`src/rtl/ar_pkg.sv`:
```
// ar_pkg: AR state codes and stack sizing shared by the controller and the AR datapath
package ar_pkg;
  localparam int AW = 5;
  localparam int DEPTH = 2 ** AW;
  localparam int CW = AW + 1;
  localparam logic [3:0] CLR      = 4'd0;
  localparam logic [3:0] IDLE     = 4'd1;
  localparam logic [3:0] PUSH_WR  = 4'd5;
  localparam logic [3:0] PUSH_INC = 4'd6;
  localparam logic [3:0] POP_DEC  = 4'd8;
  localparam logic [3:0] POP_RD   = 4'd9;
  localparam logic [3:0] DONE     = 4'd10;
endpackage

```
`src/rtl/rr_arb2.sv`:
```
// rr_arb2: two-requester round-robin arbiter; requester a wins the first tie after reset
module rr_arb2 (
  input  logic clk,
  input  logic rst_n,
  input  logic req_a,
  input  logic req_b,
  input  logic take,
  output logic gnt_a,
  output logic gnt_b
);
  logic last_b;
  // on a tie the requester not served last time wins
  always_comb begin
    gnt_a = req_a & (~req_b | last_b);
    gnt_b = req_b & (~req_a | ~last_b);
  end
  // remember who was served whenever a grant is actually taken
  always_ff @(posedge clk or negedge rst_n)
    if (!rst_n) last_b <= 1'b1;
    else if (take & (gnt_a | gnt_b)) last_b <= gnt_b;
endmodule

```
`src/rtl/ar_stack_ctrl.sv`:
```
// ar_stack_ctrl: sequences AR state codes and memory strobes to run a 32-entry hardware stack
module ar_stack_ctrl
  import ar_pkg::*;
(
  input  logic          clk,
  input  logic          rst_n,
  input  logic          push_req,
  input  logic          pop_req,
  input  logic          flush,
  output logic [3:0]    state,
  output logic          mem_we,
  output logic          mem_re,
  output logic          push_done,
  output logic          pop_done,
  output logic          push_err,
  output logic          pop_err,
  output logic [CW-1:0] count,
  output logic          full,
  output logic          empty,
  output logic          busy
);
  logic [3:0] nxt;
  logic sample, op_pop, gnt_push, gnt_pop;
  assign full = count == CW'(DEPTH);
  assign empty = count == '0;
  assign busy = state != IDLE;
  assign sample = (state == IDLE) & ~flush;
  rr_arb2 u_arb (
    .clk   (clk),
    .rst_n (rst_n),
    .req_a (push_req & ~full),
    .req_b (pop_req & ~empty),
    .take  (sample),
    .gnt_a (gnt_push),
    .gnt_b (gnt_pop)
  );
  // strobes, acknowledges and next state decoded from the current code
  always_comb begin
    mem_we = state == PUSH_WR;
    mem_re = state == POP_RD;
    push_done = (state == DONE) & ~op_pop;
    pop_done = (state == DONE) & op_pop;
    push_err = sample & push_req & full;
    pop_err = sample & pop_req & empty;
    nxt = state == IDLE     ? (flush ? CLR : gnt_push ? PUSH_WR : gnt_pop ? POP_DEC : IDLE) :
          state == PUSH_WR  ? PUSH_INC :
          state == PUSH_INC ? DONE :
          state == POP_DEC  ? POP_RD :
          state == POP_RD   ? DONE : IDLE;
  end
  // code register, shadow occupancy and the flag telling DONE which side to acknowledge
  always_ff @(posedge clk or negedge rst_n)
    if (!rst_n) begin
      state <= CLR;
      count <= '0;
      op_pop <= 1'b0;
    end else begin
      state <= nxt;
      count <= state == CLR ? '0 : state == PUSH_INC ? count + CW'(1) : state == POP_DEC ? count - CW'(1) : count;
      if (sample & (gnt_push | gnt_pop)) op_pop <= gnt_pop;
    end
endmodule

```
`config.mk`:
```
export PLATFORM = sky130hd
export DESIGN_NAME = ar_stack_ctrl
export DESIGN_NICKNAME = d
export VERILOG_FILES = /design/src/rtl/ar_pkg.sv /design/src/rtl/rr_arb2.sv /design/src/rtl/ar_stack_ctrl.sv
export SDC_FILE = /design/constraint.sdc
export NUM_CORES = 1
export LEC_CHECK = 0
export ABC_AREA = 1
export CORE_MARGIN = 2
export CORE_UTILIZATION = 42
export CTS_CLUSTER_DIAMETER = 60
export DETAILED_ROUTE_END_ITERATION = 16
export PLACE_DENSITY = 0.74
export REMOVE_ABC_BUFFERS = 1
export SLEW_MARGIN = 40
export SYNTH_ARGS = -nofsm -noshare
export SYNTH_HDL_FRONTEND = slang
export SYNTH_SLANG_ARGS = --single-unit
```
`constraint.sdc`:
```
create_clock -name clk -period 1.95 [get_ports clk]
set_clock_uncertainty 0.2 [all_clocks]
set_input_delay 0.2925 -clock clk [delete_from_list [all_inputs] [get_ports clk]]
set_output_delay 0.2925 -clock clk [all_outputs]
set_load 0.005 [all_outputs]
```
==> flow_summary.toml, run 1 <==
[status]
outcome = "complete, but fails checks"
violations = "setup timing"

[clock_network]
cts_tree = "yes"
cts_hold_buf = 0
clockBufferDepth = 2
clkTransAtPathRegs_ns = 0.09
cts_buffers = 3
cts_sinks = 12
cts_max_level = 1
cts-root-buf = "clkbuf_4"
clock_latency_ns = 0.31

[die]
initial_utilization_pct = 45.2
die_area_sq_um = 2520
die_h_um = 50.2
dieWidth_um = 50.2
core_area_sq_um = 1980
io_pins = 24
num_rows = 16

[pwr]
p_per_area_nw_per_um2 = 1790
peakVddDrop_uv = 1150
leakage_nw = 0.858

[setup_path]
cp-end-kind = "output port"
critPathRequiredTime_ns = 1.46
slowest_delay_ns = 0.41
critical_path_class = "flip-flop to output port"
cp_slowest_cell = "dfrtp_1"
arrival_ns = 1.54
crit_fanout = 2
crit_chain = "nor2_2 > buf_4 > nand3_4 > buf_4 > nor3_2 > buf_2"
crit_top_cell = "buf_4"
crit_buf_inv = 3
critPathLaunchType = "flip-flop"
cpLargestDelayFamily = "buffers and inverters"

[route]
antenna_left = 0
post-route-drc-count = 0
vias_per_cell = 4.99
wire_per_inst_um = 14.1
routed_wl_mm = 3.14
drt_iter0_markers = 15
drt_first_pass_iters = 4
num_vias = 1108

[grt]
overflow = 0
track_usage_pct = 22.8
grt_first_pass_wirelength_mm = 4.37
antenna_found_initial = 0
grt_max_degree = 13
grt_pass1_vias = 1032

[job]
cap_violations = 0

[sta]
hold_viol_final = 0
fin_hold_ws_ns = 0.135
relSlewSlack_pct = 62.0
tightest_slew_ns = 0.569
fmax_mhz = 492
layout_setup_ws_ns = -0.0806
fin_crit_ns = 2.03
setup_viol = 4
finalCritPeriodShare_pct = 104
rsz0062_at_grt = "true"
maxSlewViolCount = 0

[final_layout]
nets = 206
fin_util_pct = 80.5
insertedDiodeCount = 0
layout.cells.non_filler = 222
drive_above_1_share_pct = 44.6
syn2layout_area_growth_pct = 78.1

[yosys]
yosys_warnings = 0
synth.cell_area_sq_um = 896
ys_seq_area_share_pct = 33.7
syn_inst = 131
synth-seq-cells = 12
synth_cell_types = 21
syn_area_per_cell_sq_um = 6.84

[place]
gp_congestion = 0.841
preCtsSetupSlack_ns = -0.198
port_buffers = 23
hpwl_mm = 1.74
place.detailed.instances = 195

[min_path]
hp-class = "primary input to async pin"
-- worst paths after layout --
path                                 startpoint              endpoint  slack [ns]  cells past startpoint
hold reg to reg              op_pop$_DFFE_PN0P_    op_pop$_DFFE_PN0P_        0.31                      2
max in group asynchronous                 rst_n  count[2]$_DFFE_PN0P_        1.04                      1
setup / recovery           count[0]$_DFFE_PN0P_              push_err       -0.08                      6
min in group clk             op_pop$_DFFE_PN0P_    op_pop$_DFFE_PN0P_        0.31                      2
setup reg to reg             state[3]$_DFF_PN0_  count[5]$_DFFE_PN0P_        0.01                     10
hold / removal                            rst_n    state[2]$_DFF_PN0_        0.13                      1
-- cell usage after synthesis --
| cell | n | share of area (%) |
|---|---|---|
| ha_1 | 4 | 5.6 |
| o21ai_2 | 3 | 2.9 |
| inv_2 | 2 | 0.84 |
| nor2_1 | 14 | 5.9 |
| nand2_2 | 2 | 1.4 |
| nand4_2 | 1 | 1.4 |
| a21oi_1 | 1 | 0.56 |
| dfstp_2 | 1 | 2.9 |
| buf_6 | 1 | 1.3 |
| dfrtp_1 | 11 | 31 |
| nand2_1 | 39 | 16 |
| o21ai_1 | 1 | 0.56 |
| inv_1 | 20 | 8.4 |
| fa_1 | 1 | 2.2 |
| o21ai_0 | 2 | 1.1 |
| nor2_4 | 2 | 2.5 |
| nor3_1 | 3 | 1.7 |
| nand3b_1 | 1 | 0.84 |
| nor2_2 | 3 | 2.1 |
| nand3_1 | 18 | 10 |
| nand4_1 | 1 | 0.70 |
-- per-stage QoR --
step	power (mW)	area, sq um	TNS (ns)
after global routing	3.05	1600	-0.605
final	2.86	1600	-0.137
after floorplan	1.22	885	0
after detailed placement	1.84	1260	-0.407
after global placement	1.81	1260	-0.190
after CTS	2.51	1480	-0.469
-- routing by layer --
layer,up-vias,wire length [um],track usage [%]
li1,540,-,-
met1,516,1170,23.3
met2,43,1690,46.3
met3,9,150,2.38
met4,0,124,7.87
met5,-,0,0
-- kinds of logic (layout without fill, tap and decap cells) --
group	count (synthesis)	after routing	synth area share [%]
AOI/OAI and AO/OA	7	7	5.17
adders and majority gates	5	5	7.82
buffers and inverters	23	86	10.5
DFF	12	12	33.7
and+or+nand+nor	84	85	42.9
-- power by group --
part	leakage (nW)	internal, mW	switching (mW)
Sequential	0.155	0.359	0.0917
Combinational	0.682	1.09	1.09
Clock	0.0210	0.114	0.119
-- registers in the layout, summed over array words and instances, names as in the netlist --
| register | flops |
|---|---|
| count | 6 |
| op_pop | 1 |
| state | 4 |
| u_arb.last_b | 1 |
-- cell usage in the layout (no fill, tap or decap), drive strengths merged --
cell	netlist	final
nand3b	1	1
dfstp	1	1
dfrtp	11	11
ha	4	4
dlygate4sd2	0	5
buf	1	39
a21oi	1	1
nand4	2	2
clkdlybuf4s50	0	13
dlymetal6s2s	0	1
nor3	3	3
nand2	41	42
clkbuf	0	4
nor2	19	19
clkdlybuf4s15	0	2
inv	22	22
o21ai	6	6
fa	1	1
nand3	18	18
-- cell type report --
type / count / area [sq um]
multi-input cells: 97 / 641
repair buffers: 60 / 498
fillers: 125 / 387
flip-flops and latches: 12 / 302
inverters: 22 / 85.1
clock buffers: 4 / 36.3
well taps: 27 / 33.8
-- what timing repair did --
item / 4_1_cts / 5_1_grt
resized for setup: 28 / 28
setup buffers: 15 / 9
gates cloned: 1 / 0
endpoints found under the setup margin: 11 / 14
pin swaps: 6 / 10
Power figures use the tool's default switching activity.
==> run 2, diff against run 1 <==
Settings changed: RECOVER_POWER from default to 50.
==> run 2 against run 1 <==
Net effect: global-route usage is the same; non-clock buffer count stayed put; final cell count is the same; sequential power is essentially flat; power shrank 0.44%; the flow still finishes with violations (setup timing); design area down 0.24%; sequential share of layout area is essentially flat; critical path depth unchanged; via count is 0.18% higher; clock power about the same; combinational power about the same; largest cell class unchanged; flip-flop and latch count did not move.
==> flow_summary.toml, run 2 (synthesis results as in run 1) <==
[status]
outcome = "complete, but fails checks"
violations = "setup timing"

[grt]
grt_pass1_vias = 1032
antenna_found_initial = 0
overflow = 0
track_usage_pct = 22.8
grt_max_degree = 13
grt_first_pass_wirelength_mm = 4.37

[route]
drt_iter0_markers = 21
wire_per_inst_um = 14.2
antenna_left = 0
drt_first_pass_iters = 4
post-route-drc-count = 0
vias_per_cell = 5.00
num_vias = 1110
routed_wl_mm = 3.15

[setup_path]
arrival_ns = 1.54
slowest_delay_ns = 0.41
crit_fanout = 2
cp_slowest_cell = "dfrtp_1"
critical_path_class = "flip-flop to output port"
crit_top_cell = "buf_4"
crit_buf_inv = 3
critPathLaunchType = "flip-flop"
cp-end-kind = "output port"
crit_chain = "nor2_2 > buf_4 > nand3_4 > buf_4 > nor3_2 > buf_2"
critPathRequiredTime_ns = 1.46
cpLargestDelayFamily = "buffers and inverters"

[final_layout]
nets = 206
mostFrequentLayoutCells = "buf_4, nand2_1, nand3_1"
largest_reg_flops = 6
layout_commonest_cell = "buf_4"
reg_top3 = "count (6), state (4)"
top_register = "count"
multi_input_area_sq_um = 641
fill_cells = 126
insertedDiodeCount = 0
drive_above_1_share_pct = 44.1
syn2layout_area_growth_pct = 77.7
seq_area_sq_um = 302

[die]
dieWidth_um = 50.2
die_h_um = 50.2
io_pins = 24
core_area_sq_um = 1980
num_rows = 16
die_area_sq_um = 2520
initial_utilization_pct = 45.2

[clock_network]
cts_max_level = 1
cts_sinks = 12
clock_latency_ns = 0.31
cts_hold_buf = 0
cts-root-buf = "clkbuf_4"
cts_tree = "yes"
clockBufferDepth = 2
cts_buffers = 3
clkTransAtPathRegs_ns = 0.09

[place]
preCtsSetupSlack_ns = -0.198
gp_congestion = 0.841
hpwl_mm = 1.74
port_buffers = 23

[min_path]
hp-class = "primary input to async pin"

[pwr]
peakVddDrop_uv = 1150
leakage_nw = 0.859
p_per_area_nw_per_um2 = 1790
power_mw = 2.85

[sta]
fmax_mhz = 491
layout_setup_ws_ns = -0.0850
tightest_slew_ns = 0.569
relSlewSlack_pct = 61.9
finalCritPeriodShare_pct = 104
setup_viol = 4
maxSlewViolCount = 0
fin_crit_ns = 2.04
rsz0062_at_grt = "true"
hold_viol_final = 0

[job]
cap_violations = 0
## run 2: changes by cell type in the layout (fill, tap and decap cells not counted), sizes merged
cell | before | now
clkbuf | 4 | 6
clkdlybuf4s50 | 13 | 10
dlygate4sd3 | 0 | 3
buf | 39 | 37
## run 2: path summary, 6_finish.rpt
check,endpoint,from,slack (ns),depth (start not counted)
worst min register to register,op_pop$_DFFE_PN0P_,op_pop$_DFFE_PN0P_,0.31,2
worst max-delay path,push_err,count[0]$_DFFE_PN0P_,-0.09,6
worst min-delay path,state[3]$_DFF_PN0_,rst_n,0.20,1
min in group clk,op_pop$_DFFE_PN0P_,op_pop$_DFFE_PN0P_,0.31,2
worst max register to register,count[5]$_DFFE_PN0P_,state[3]$_DFF_PN0_,0,10
max in group asynchronous,u_arb.last_b$_DFFE_PN1P_,rst_n,0.97,1
## run 2: where the power goes
group | internal [mW] | total (mW) | leakage, nW | switching, mW
sequential | 0.359 | 0.450 | 0.155 | 0.0915
clock | 0.114 | 0.232 | 0.0210 | 0.118
combinational | 1.08 | 2.17 | 0.683 | 1.09
total | 1.55 | 2.85 | 0.859 | 1.30
## run 2: repair_timing
action / 4_1_cts / 5_1_grt
gates resized for setup: 28 / 28
buffers inserted: 15 / 9
setup endpoints to repair: 11 / 14
gates cloned: 1 / 0
pin swaps: 6 / 10
## run 2: layout make-up
type | count | area share (%)
multi-input cells | 97 | 40.3
repair buffers | 60 | 31.1
flip-flops and latches | 12 | 18.9
inverters | 22 | 5.35
clock buffers | 4 | 2.28
well taps | 27 | 2.12
## run 2: stage by stage
step	TNS, ns	util [%]	cell area, sq um	hold slack, ns	std cells
2_1_floorplan	0	-	885	-0.203	130
3_3_place_gp	-0.190	63.6	1260	0.286	195
3_5_place_dp	-0.407	63.6	1260	0.288	195
4_1_cts	-0.469	74.6	1480	0.180	215
5_1_grt	-0.650	80.3	1590	0.235	222
6_report	-0.154	80.3	1590	0.204	222
## run 2: routing by layer
layer / GRT usage, % / routed length (um) / vias to the layer above / part of all wire, %
li1: - / - / 540 / -
met1: 23.3 / 1180 / 520 / 37
met2: 46.3 / 1690 / 41 / 54
met3: 2.38 / 151 / 9 / 4.8
met4: 7.87 / 124 / 0 / 3.9
met5: 0 / 0 / - / 0
